==> config.mk <==
export PLATFORM = sky130hd
export DESIGN_NAME = shift_operand_stage
export DESIGN_NICKNAME = d
export VERILOG_FILES = /design/src/rtl/shift_operand_stage.sv
export SDC_FILE = /design/constraint.sdc
export NUM_CORES = 1
export LEC_CHECK = 0
export CAP_MARGIN = 15
export CORE_UTILIZATION = 53
export CTS_BUF_LIST = sky130_fd_sc_hd__clkbuf_2 sky130_fd_sc_hd__clkbuf_4 sky130_fd_sc_hd__clkbuf_8
export DETAILED_ROUTE_END_ITERATION = 8
export PLACE_DENSITY = 0.84
export SLEW_MARGIN = 20
export SYNTH_ARGS = -nofsm -noshare
export SYNTH_HDL_FRONTEND = slang
export SYNTH_SLANG_ARGS = --single-unit
==> constraint.sdc <==
create_clock -name clk -period 3.4 [get_ports clk]
set_clock_uncertainty 0.05 [all_clocks]
set_input_delay 0.68 -clock clk [delete_from_list [all_inputs] [get_ports clk]]
set_output_delay 0.68 -clock clk [all_outputs]
set_load 0.02 [all_outputs]
==> src/rtl/shift_operand_stage.sv <==
// Execute-entry stage: decodes R-type shift funct into barrel-shifter controls and
// buffers the result in a two-entry (main + skid) valid/ready pipeline register.
module shift_operand_stage (
  input  logic        clk,
  input  logic        clrn,
  input  logic        in_valid,
  output logic        in_ready,
  input  logic [5:0]  funct,
  input  logic [4:0]  shamt,
  input  logic [31:0] rs_val,
  input  logic [31:0] rt_val,
  input  logic [4:0]  rd,
  input  logic        flush,
  output logic        out_valid,
  input  logic        out_ready,
  output logic [31:0] d,
  output logic [4:0]  sa,
  output logic [1:0]  sel,
  output logic [4:0]  wr_reg,
  output logic        illegal_op
);

  typedef enum logic [1:0] {
    SEL_SLL = 2'b00,
    SEL_SLR = 2'b01,
    SEL_SAL = 2'b10,
    SEL_SAR = 2'b11
  } sel_e;

  typedef struct packed {
    logic [31:0] d;
    logic [4:0]  sa;
    sel_e        sel;
    logic [4:0]  wr_reg;
  } entry_t;

  entry_t main_q, skid_q, dec;
  logic   main_v, skid_v;
  logic   dec_legal, accept, wr;
  logic   unused_rs_hi;

  // Only the low five bits of rs select a variable shift amount.
  assign unused_rs_hi = ^rs_val[31:5];

  always_comb begin
    dec_legal  = 1'b1;
    dec.d      = rt_val;
    dec.sa     = shamt;
    dec.sel    = SEL_SLL;
    dec.wr_reg = rd;
    case (funct)
      6'b000000: dec.sel = SEL_SLL;
      6'b000010: dec.sel = SEL_SLR;
      6'b000011: dec.sel = SEL_SAR;
      6'b000100: begin dec.sel = SEL_SLL; dec.sa = rs_val[4:0]; end
      6'b000110: begin dec.sel = SEL_SLR; dec.sa = rs_val[4:0]; end
      6'b000111: begin dec.sel = SEL_SAR; dec.sa = rs_val[4:0]; end
      default:   dec_legal = 1'b0;
    endcase
  end

  assign in_ready = ~skid_v;
  assign accept   = in_valid & in_ready;
  // Writes to r0 and illegal functs are consumed without producing an entry.
  assign wr       = accept & dec_legal & (rd != '0) & ~flush;

  always_ff @(posedge clk or negedge clrn) begin
    if (!clrn) begin
      main_q     <= '0;
      skid_q     <= '0;
      main_v     <= 1'b0;
      skid_v     <= 1'b0;
      illegal_op <= 1'b0;
    end else begin
      illegal_op <= accept & ~dec_legal & ~flush;
      if (flush) begin
        main_v <= 1'b0;
        skid_v <= 1'b0;
      end else if (!main_v || out_ready) begin
        if (skid_v) begin
          main_q <= skid_q;
          main_v <= 1'b1;
          skid_v <= wr;
          if (wr) skid_q <= dec;
        end else begin
          main_v <= wr;
          if (wr) main_q <= dec;
        end
      end else if (wr) begin
        skid_q <= dec;
        skid_v <= 1'b1;
      end
    end
  end

  assign out_valid = main_v;
  assign d         = main_q.d;
  assign sa        = main_q.sa;
  assign sel       = main_q.sel;
  assign wr_reg    = main_q.wr_reg;

endmodule

; Word level (Yosys, flattened, before mapping)
; Index checks and enable logic that the tools add are counted.
[word_totals]
regBits = 91
wordCells = 54
[op_classes]
n_eq_ne = 6
n_mux = 15
bitwise = 9
n_reduce_logical = 13
[ops]
columns = cell, n
row1 = 44-bit 2-to-1 mux, 5
row2 = 6-bit by 3-bit == test with 1-bit output (second input constant), 3
row3 = 6-bit by 2-bit == test with 1-bit output (second input constant), 2
row4 = 1-bit 2-to-1 mux, 8
row5 = 1-bit AND, 6
row6 = 6-bit zero test, 1
row7 = 6-bit OR reduction, 1
row8 = 5-bit 2-to-1 mux, 1
row9 = 5-bit nonzero test, 1
row10 = 2-bit case mux with 2 select lines, 1
row11 = 2-bit nonzero test, 2
row12 = 2-bit OR reduction, 2
row13 = 1-bit inverter, 3
row14 = 3-bit AND reduction, 1
row15 = 3-bit nonzero test, 1
row16 = 3-bit OR reduction, 1
row17 = 2-bit inequality test (second input constant), 1
row18 = 2-bit AND reduction, 1
row19 = 1-bit zero test, 1
row20 = 1-bit logical OR, 1

; Logic depth before layout (Yosys ltp)
; Gate-level depths: netlist (run 1).
[logic_depth]
ltp_word = 9
mapped_depth = 7

; Least setup slack after synthesis (run 1)
; OpenSTA, ideal clock, no wires.
[synth_timing]
path_type = input to register
from = input port funct[3]
to = register main_q (netlist bit d[0])
setup_ns = 0.125
arrival_ns = 1.874
required_ns = 3.225
setup_slack_ns = 1.351
stages = 6
path_buffers = 2
cell_sequence = nor3_4 > and3_4 > o2111a_1 > buf_6 > buf_12 > mux2_4
[synth_via]
elab_chain_len = 8
elab_cells_between_ends = 13
classes_between = eq/ne: 5 / mux: 1 / bitwise: 3 / reduce/logical: 4
[synth_lines]
columns = element, line
row1 = from (decl), 8  ; input logic [5:0] funct,
row2 = 6-bit by 3-bit == test with 1-bit output (tied with other cells), 51  ; case (funct)
row3 = 6-bit OR reduction (no source line) *, -
row4 = 1-bit 2-to-1 mux *, 51
row5 = 1-bit AND * (3 in a row), 65  ; assign wr = accept & dec_legal & (rd != '0) & ~flush;
row6 = 2-bit nonzero test (no source line) *, -
row7 = 3-bit AND reduction (no source line) *, -
row8 = to (signal assigned), 81  ; main_q <= skid_q;
row9 = to (decl), 37  ; entry_t main_q, skid_q, dec;
; Mark *: on every way between the ends. The rest lies on a longest branch, timed or not.
; A chain may end at the register's enable or synchronous reset.

; Final worst setup path (run 1)
[layout_timing]
from = register skid_v
to = output port in_ready
[layout_via]
elab_chain_len = 1
[layout_lines]
columns = element, line
row1 = from (decl), 38  ; logic main_v, skid_v;
row2 = from (signal assigned), 83  ; skid_v <= wr;
row3 = 1-bit inverter, 62  ; assign in_ready = ~skid_v;
row4 = to (decl), 7  ; output logic in_ready,
; No other way between the ends.

==> results of run 1 <==
==> power by group through the flow <==
stage,combinational [uW],sequential [uW],clock [uW]
6_report,749,1290,672
5_1_grt,791,1300,729
4_1_cts,758,1290,690
3_5_place_dp,755,1310,0
3_3_place_gp,741,1300,0
2_1_floorplan,220,1450,0
==> worst max-delay path, stage by stage (launching register included) <==
cell and delay [ns]:
dfrtp_2 0.58, inv_1 0.39, clkdlybuf4s50_1 0.69
==> logic make-up after synthesis <==
family | synth area share
AOI/OAI and AO/OA | 0.0213
and+or+nand+nor | 0.0463
DFF | 0.511
buffers and inverters | 0.0382
muxes | 0.384
==> routing by layer <==
metal  track usage  part of all wire
met5             0                 0
met4        0.0718            0.0096
met3        0.0429             0.047
met2         0.340              0.49
met1         0.280              0.45
==> through the flow <==
step	hold slack (ns)	worst slack (ns)
finish	0.340	0.676
global route	0.412	0.606
CTS	0.370	0.647
detailed placement	0.440	0.387
global placement	0.434	0.417
floorplan	0.334	1.35
==> cell type report <==
| cell class | instances | area share |
|---|---|---|
| clock buffers | 11 | 0.0253 |
| clock inverters | 5 | 0.00632 |
| inverters | 3 | 0.00196 |
| multi-input cells | 175 | 0.351 |
| flip-flops and latches | 91 | 0.397 |
| well taps | 105 | 0.0229 |
| repair buffers | 110 | 0.195 |
==> how the worst max path moves through the flow <==
stage	from	end	slack, ns	cells past startpoint
floorplan	funct[3]	d[0]	1.35	6
global placement	funct[3]	skid_q[24]	0.42	6
detailed placement	funct[3]	skid_q[24]	0.39	6
CTS	skid_v	in_ready	0.65	2
global route	skid_v	in_ready	0.61	2
finish	skid_v	in_ready	0.68	2
==> placed cells by master (no fill, tap or decap), types with 2 or more instances in the layout <==
master and n:
clkdlybuf4s50_1 103, dfrtp_1 90, mux2_4 78, mux2_2 47
clkbuf_8 10, nand2_1 9, nor2_1 7, nand3_1 6
o21ai_0 6, a31oi_1 5, buf_4 4, inv_1 3
a21oi_1 3, clkinvlp_4 3, buf_12 3, nor3_1 2
==> impl_results.md, run 1 <==
* Max-Slew Margin vs Limit at 0.473
* Fmax at 367 MHz
* Clock sink total at 91
* Via-to-Cell Ratio at 5.33
* Pin slew with the least headroom to its limit at 0.780 ns
* Reg2Reg Capture Point: skid_q[24]
* Row count at 33
* R2R setup slack at 1.16 ns
* Total power at 2710 uW
* Post_cts resized at 0
* DP Wirelength at 5890 um
* Layout net count at 475
* Buffers on Ports at 104
* Clock slew at reported path FFs at roughly 0.090 ns
* Pwr/cell area at 472 nW/um^2
* Syn nets at ~370
* H-tree levels at 3
* First-pass GRT wire length at 14,000 um
* Combinational Power Share at 0.276
* Layout Cell Area excl Fill at 5740 um^2
* Drt total wl at between 8000 and 9000 um
* Clock Path Buffers at 2
* Antenna-violating nets left at 0
* Initial antenna violation count at 0
* Post-synth top cells: 91 x dfrtp_1, 78 x mux2_4, 47 x mux2_2, 9 x nand2_1, 7 x nor2_1
* Most frequent cell after synthesis: dfrtp_1
* YS warnings at 0
* Dpl cells at 484
* Minimum clock period after layout at around 2.7 ns
* Number of synthesized flops with an enable pin at 0
* Final period util at 0.801
* Area of the multi-input gates at 2010 um^2
* Layout filler cell count at 569
* Max Cap Viol at 0
* Largest area contributor in the netlist: dfrtp_1
* Largest cells by area after synthesis: dfrtp_1 51%, mux2_4 26%, mux2_2 12%
* Status: complete, no violations
* Critical Path End Type: output port
* GRT overflow at 0
* Post-synth ARST share at 1.00
* Largest register FFs at 44
* Sw Share at 0.280
* Peak VDD IR at 0.000313 V
* Top reg by flops: skid_q
* Leading register cell type out of synthesis: dfrtp_1
* Fraction of layout cells with a size suffix above 1 at 0.392
* DIE WIDTH at 93.7 um
* DR pass1 iterations at 5
* Core area at 8180 um^2
* Final Hold Viols at 0
* Synth Register Bits at 91
* Worst R2R Path Depth at 4
* Avg Inst Size Synth at 15.7 um^2
* R2R Path Start: skid_v
* Sequential share of the synthesized area at 0.511
* Synth-to-Final Area Change at 28.6%
* Cells after Synth at 284
* Number of CTS-inserted buffers at 9
* Top-area cell type share of the netlist area at 0.511
* Via count at between 2,000 and 3,000
* Internal power at 1950 uW
* Post-Route Setup TNS at 0 ns
* Hold-fix buffers, CTS at 0
* Post-DP Area at 5560 um^2
* N_diodes at 0
* Starting density of the core at 0.545
* Final core utilization at 0.702
* Clk Latency, worst-skew pair at roughly 0.34 ns
* Hold crit path type: input pin to asynchronous set/reset pin
* RSZ-0062 raised after global routing: no
* Die H at 93.7 um
* Mapped cell area at ~4500 um^2
* Iter 0 DRT Violations at 55
* Total track usage at 0.210
* DRC violations left at 0
* Number of global-route vias before repair at approximately 2,800
* GP Congestion at 0.731
* Critical Path AT at roughly 2 ns
* Crit start category: flop
* Post-route insts no fill at 500
* CTS tree: yes
* Post-synth cell types at 26
* # setup viols final at 0
* Setup Crit Path Kind: flop to output port
* Slew Limit Fails at 0
* Routed wire per std cell at 17.3 um
* Worst path required time at around 2.7 ns
* Post-CTS Setup Inserts at 0
* Switching pwr at 757 uW
* Largest net degree at the start of global routing at 61
* Reg power frac at 0.476
* Ports at 132
* Clk network pwr share at 0.248
* CTS root buf: clkbuf_8
* Die area at 8780 um^2
* Worst-path fanout max at 20
* LEAKAGE at 0.00269 uW
* Seq. cell area at 2280 um^2
Note: power is estimated with default switching activity, not from simulation.
==> run 2, diff against run 1 <==
--- a/config.mk
+++ b/config.mk
@@ -6,10 +6,10 @@
 export NUM_CORES = 1
 export LEC_CHECK = 0
 export CAP_MARGIN = 15
-export CORE_UTILIZATION = 53
+export CORE_UTILIZATION = 49
 export CTS_BUF_LIST = sky130_fd_sc_hd__clkbuf_2 sky130_fd_sc_hd__clkbuf_4 sky130_fd_sc_hd__clkbuf_8
 export DETAILED_ROUTE_END_ITERATION = 8
-export PLACE_DENSITY = 0.84
+export PLACE_DENSITY = 0.79
 export SLEW_MARGIN = 20
 export SYNTH_ARGS = -nofsm -noshare
 export SYNTH_HDL_FRONTEND = slang
==> constraint.sdc (replaced) <==
create_clock -name clk -period 2.6 [get_ports clk]
set_clock_uncertainty 0.05 [all_clocks]
set_input_delay 0.52 -clock clk [delete_from_list [all_inputs] [get_ports clk]]
set_output_delay 0.52 -clock clk [all_outputs]
set_load 0.02 [all_outputs]
==> impl_results.md, run 2 (synthesis gave the netlist of run 1 again) <==
* Iter 0 DRT Violations at 56
* Ports at 132
* Worst R2R Path Depth at 3
* GRT overflow at 0
* Sw Share at 0.256
* Reg2Reg Capture Point: wr_reg[4]
* Number of global-route vias before repair at between 3,000 and 4,000
* Status: complete, no violations
* CP max-delay cell: clkdlybuf4s50_1
* Via-to-Cell Ratio at 5.32
* Total track usage at 0.199
* Critical Path AT at around 1.7 ns
* Clk network pwr share at 0.302
* Combinational Power Share at 0.257
* N_diodes at 0
* Post-Route Setup TNS at 0 ns
* Die H at 97.4 um
* Initial antenna violation count at 0
* LEAKAGE at 0.00275 uW
* Post_cts resized at 0
* GP Congestion at 0.737
* Commonest non-fill, non-tap cell in the layout: clkdlybuf4s50_1
* Clock Path Buffers at 2
* Minimum clock period after layout at 2.24 ns
* Core area at 8760 um^2
* Pwr/cell area at 653 nW/um^2
* Synth-to-Final Area Change at 31.1%
* DR pass1 iterations at 4
* Via count at 2,698
* Crit start category: flop
* Max-Slew Margin vs Limit at 0.599
* Internal power at 2840 uW
* CTS root buf: clkbuf_8
* Buffers on Ports at between 100 and 150
* Critical path, cell by cell: inv_1 > clkdlybuf4s50_1
* Clock sink total at 91
* Max Cap Viol at 0
* First-pass GRT wire length at between 15,000 and 20,000 um
* Post-CTS Setup Inserts at 0
* R2R setup slack at 0.71 ns
* Routed wire per std cell at 17.3 um
* Top reg by flops: skid_q
* H-tree levels at 3
* DP Wirelength at approximately 5900 um
* Starting density of the core at 0.509
* Fmax at 446 MHz
* Slowest stage delay, CP at 0.61 ns
* Fraction of layout cells with a size suffix above 1 at 0.398
* Largest net degree at the start of global routing at 47
* DIE WIDTH at 97.4 um
* Clk Latency, worst-skew pair at 0.36 ns
* Largest register FFs at 44
* R2R Path Start: skid_v
* Worst-path fanout max at 18
* Layout net count at 479
* Final core utilization at 0.667
* Peak VDD IR at 0.000389 V
* Drt total wl at 8780 um
* Worst path required time at roughly 2.0 ns
* Number of CTS-inserted buffers at 9
* Final period util at 0.863
* Commonest cells after routing, fill and taps aside: 103 x clkdlybuf4s50_1, 90 x dfrtp_1, 78 x mux2_4
* Clock slew at reported path FFs at 0.09 ns
* Die area at ~9500 um^2
* DRC violations left at 0
* Switching pwr at 976 uW
* Pin slew with the least headroom to its limit at 0.601 ns
* Setup Crit Path Kind: flop to output port
* Slew Limit Fails at 0
* # setup viols final at 0
* Hold-fix buffers, CTS at 0
* CTS tree: yes
* Antenna-violating nets left at 0
* Hold crit path type: input pin to asynchronous set/reset pin
* Reg power frac at 0.441
* Critical Path End Type: output port
* RSZ-0062 raised after global routing: no
* Row count at 34
* Final Hold Viols at 0
[run 2: changes by cell type in the layout (fill, tap and decap cells not counted), sizes merged]
cell	previous run	this run
clkbuf	11	12
inv	4	3
buf	7	11
clkinvlp	3	0
bufinv	0	3
[run 2: worst max path at each step]
stage               slack (ns)  startpoint        end  depth (start not counted)
floorplan                 0.71    funct[3]       d[0]                          6
global placement           0.1    funct[3]  wr_reg[1]                          6
detailed placement        0.07    funct[3]  wr_reg[1]                          6
CTS                       0.32      skid_v   in_ready                          2
global route              0.25      skid_v   in_ready                          2
finish                    0.36      skid_v   in_ready                          2
[run 2: power by group through the flow]
stage                     registers, uW  logic, uW  clock network [uW]
after floorplan                    1900        288                   0
after global placement             1700        971                   0
after detailed placement           1710        986                   0
after CTS                          1690        990                1190
after global routing               1710       1030                1250
final                              1690        979                1150
[run 2: area by class of cell]
class / instances / area, um^2
repair buffers: 114 / 1160
multi-input cells: 175 / 2010
flip-flops and latches: 91 / 2280
inverters: 3 / 11.3
well taps: 108 / 135
clock inverters: 4 / 98.8
clock buffers: 12 / 146
fillers: 650 / 2920
[run 2: stage by stage]
step / hold slack, ns / cell area (um^2) / worst slack [ns] / power, uW / cells
finish: 0.112 / 5850 / 0.356 / 3820 / 507
global route: 0.133 / 5850 / 0.253 / 3990 / 507
CTS: 0.116 / 5850 / 0.320 / 3870 / 507
detailed placement: 0.441 / 5600 / 0.0652 / 2700 / 491
global placement: 0.432 / 5600 / 0.0954 / 2670 / 491
floorplan: 0.174 / 4460 / 0.711 / 2190 / 284
[run 2: worst max-delay path, delay by kind of cell (launching register included)]
family / cells / cell delay [ns]
flops: 1 / 0.57
buf+inv: 2 / 0.74
[run 2: metal layers]
| metal | wire length, um | vias to the layer above | global-route usage |
|---|---|---|---|
| li1 | - | 1232 | - |
| met5 | 0 | - | 0 |
| met3 | 491 | 10 | 0.0604 |
| met4 | 88 | 0 | 0.0486 |
| met1 | 4000 | 1369 | 0.257 |
| met2 | 4200 | 87 | 0.328 |
==> run 3, diff against run 2 <==
--- a/config.mk
+++ b/config.mk
@@ -6,10 +6,9 @@
 export NUM_CORES = 1
 export LEC_CHECK = 0
 export CAP_MARGIN = 15
-export CORE_UTILIZATION = 49
-export CTS_BUF_LIST = sky130_fd_sc_hd__clkbuf_2 sky130_fd_sc_hd__clkbuf_4 sky130_fd_sc_hd__clkbuf_8
+export CORE_UTILIZATION = 48
 export DETAILED_ROUTE_END_ITERATION = 8
-export PLACE_DENSITY = 0.79
+export PLACE_DENSITY = 0.77
 export SLEW_MARGIN = 20
 export SYNTH_ARGS = -nofsm -noshare
 export SYNTH_HDL_FRONTEND = slang
==> impl_results.md, run 3 (synthesis gave the netlist of run 1 again) <==
* Commonest non-fill, non-tap cell in the layout: clkdlybuf4s50_1
* DRC violations left at 9
* Buffers on Ports at 104
* Commonest cells after routing, fill and taps aside: 103 x clkdlybuf4s50_1, 90 x dfrtp_1, 78 x mux2_4
* Status: finished, violations left
* Routed wire per std cell at 17.2 um
* Initial antenna violation count at 0
* Starting density of the core at 0.504
* Max-Slew Margin vs Limit at 0.538
* Minimum clock period after layout at 2.14 ns
* Via-to-Cell Ratio at ~5.3
* N_diodes at 0
* RSZ-0062 raised after global routing: no
* CTS tree: yes
* Hold-fix buffers, CTS at 0
* Slew Limit Fails at 0
* Number of CTS-inserted buffers at 9
* Critical Path End Type: flop
* Final period util at 0.825
* CTS root buf: clkbuf_8
* DIE WIDTH at 98.4 um
* Post-DP Area at ~5600 um^2
* Clk network pwr share at 0.275
* Drt total wl at just under 9000 um
* Setup Crit Path Kind: input pin to flop
* Iter 0 DRT Violations at between 40 and 50
* Number of global-route vias before repair at ~3,000
* GP Congestion at 0.739
* Crit start category: input pin
* Antenna-violating nets left at 0
* Via count at 2,668
* Combinational Power Share at 0.267
* Fraction of layout cells with a size suffix above 1 at 0.400
* DP Wirelength at about 6000 um
* Sw Share at 0.274
* Clock Path Buffers at 2
* Critical Path AT at 2.33 ns
* Top reg by flops: skid_q
* Max Cap Viol at 0
* Fmax at 466 MHz
* Pin slew with the least headroom to its limit at 0.693 ns
* Internal power at 2670 uW
* Post_cts resized at 0
* Core area at ~9000 um^2
* Layout net count at 480
* Post-CTS Setup Inserts at 0
* Worst path required time at ~2.8 ns
* GRT overflow at 0
* Worst-path fanout max at 14
* Clock slew at reported path FFs at 0.10 ns
* Synth-to-Final Area Change at 31.1%
* LEAKAGE at 0.00275 uW
* Row count at 34
* Total track usage at 0.193
* Final Hold Viols at 0
* Clock sink total at 91
* Total power at 3680 uW
* Layout Cell Area excl Fill at 5850 um^2
* # setup viols final at 0
* Peak VDD IR at roughly 0.0003 V
* Die H at 98.4 um
* Failing checks: DRC
* DR pass1 iterations at 6
* Clk Latency, worst-skew pair at 0.35 ns
* Reg power frac at 0.458
* Switching pwr at around 1000 uW
* H-tree levels at 3
* Die area at 9680 um^2
* Largest register FFs at between 40 and 50
* Hold crit path type: input pin to asynchronous set/reset pin
* Ports at 132
* Largest net degree at the start of global routing at 54
* Post-Route Setup TNS at 0 ns
* Pwr/cell area at 629 nW/um^2
* First-pass GRT wire length at about 15,000 um
[run 3: metal layers]
metal	wire, um	track usage
met5	0	0
met4	90	0.0551
met3	459	0.0372
met2	3880	0.301
met1	4300	0.276
[run 3: power groups by stage]
stage / Sequential [uW] / Clock (uW) / Combinational, uW
final: 1690 / 1010 / 981
after global routing: 1710 / 1090 / 1030
after CTS: 1690 / 1040 / 991
after detailed placement: 1710 / 0 / 986
after global placement: 1700 / 0 / 974
after floorplan: 1900 / 0 / 288
[run 3: cell type report]
class                           count  area, um^2
Multi-Input combinational cell    175        2010
Fill cell                         665        3000
Clock buffer                       11         151
Timing Repair Buffer              115        1200
Clock inverter                      5        60.1
Tap cell                          108         135
Sequential cell                    91        2280
Inverter                            3        11.3
[run 3: final timing paths]
| check | start | end | slack, ns | cells past startpoint |
|---|---|---|---|---|
| setup / recovery | funct[1] | wr_reg[2] | 0.46 | 6 |
| hold / removal | clrn | d[21] | 0.16 | 1 |
| setup reg to reg | skid_v | wr_reg[2] | 0.70 | 6 |
| hold reg to reg | skid_q[12] | skid_q[12] | 0.46 | 1 |
| max in group asynchronous | clrn | skid_q[24] | 1.68 | 2 |
| min in group clk | skid_q[12] | skid_q[12] | 0.46 | 1 |
[run 3: through the flow]
| stage | instances | util | worst slack (ns) | hold slack (ns) |
|---|---|---|---|---|
| after floorplan | 284 | - | 0.711 | 0.174 |
| after global placement | 492 | 0.637 | 0.139 | 0.433 |
| after detailed placement | 492 | 0.637 | 0.104 | 0.440 |
| after CTS | 508 | 0.661 | 0.485 | 0.168 |
| after global routing | 508 | 0.661 | 0.422 | 0.212 |
| final | 508 | 0.661 | 0.456 | 0.161 |
[run 3: critical path, stage by stage]
cell,delay [ns]
clkdlybuf4s50_1,0.55
nand2b_4,0.19
and3_4,0.22
o2111a_2,0.30
buf_12,0.20
mux2_2,0.34
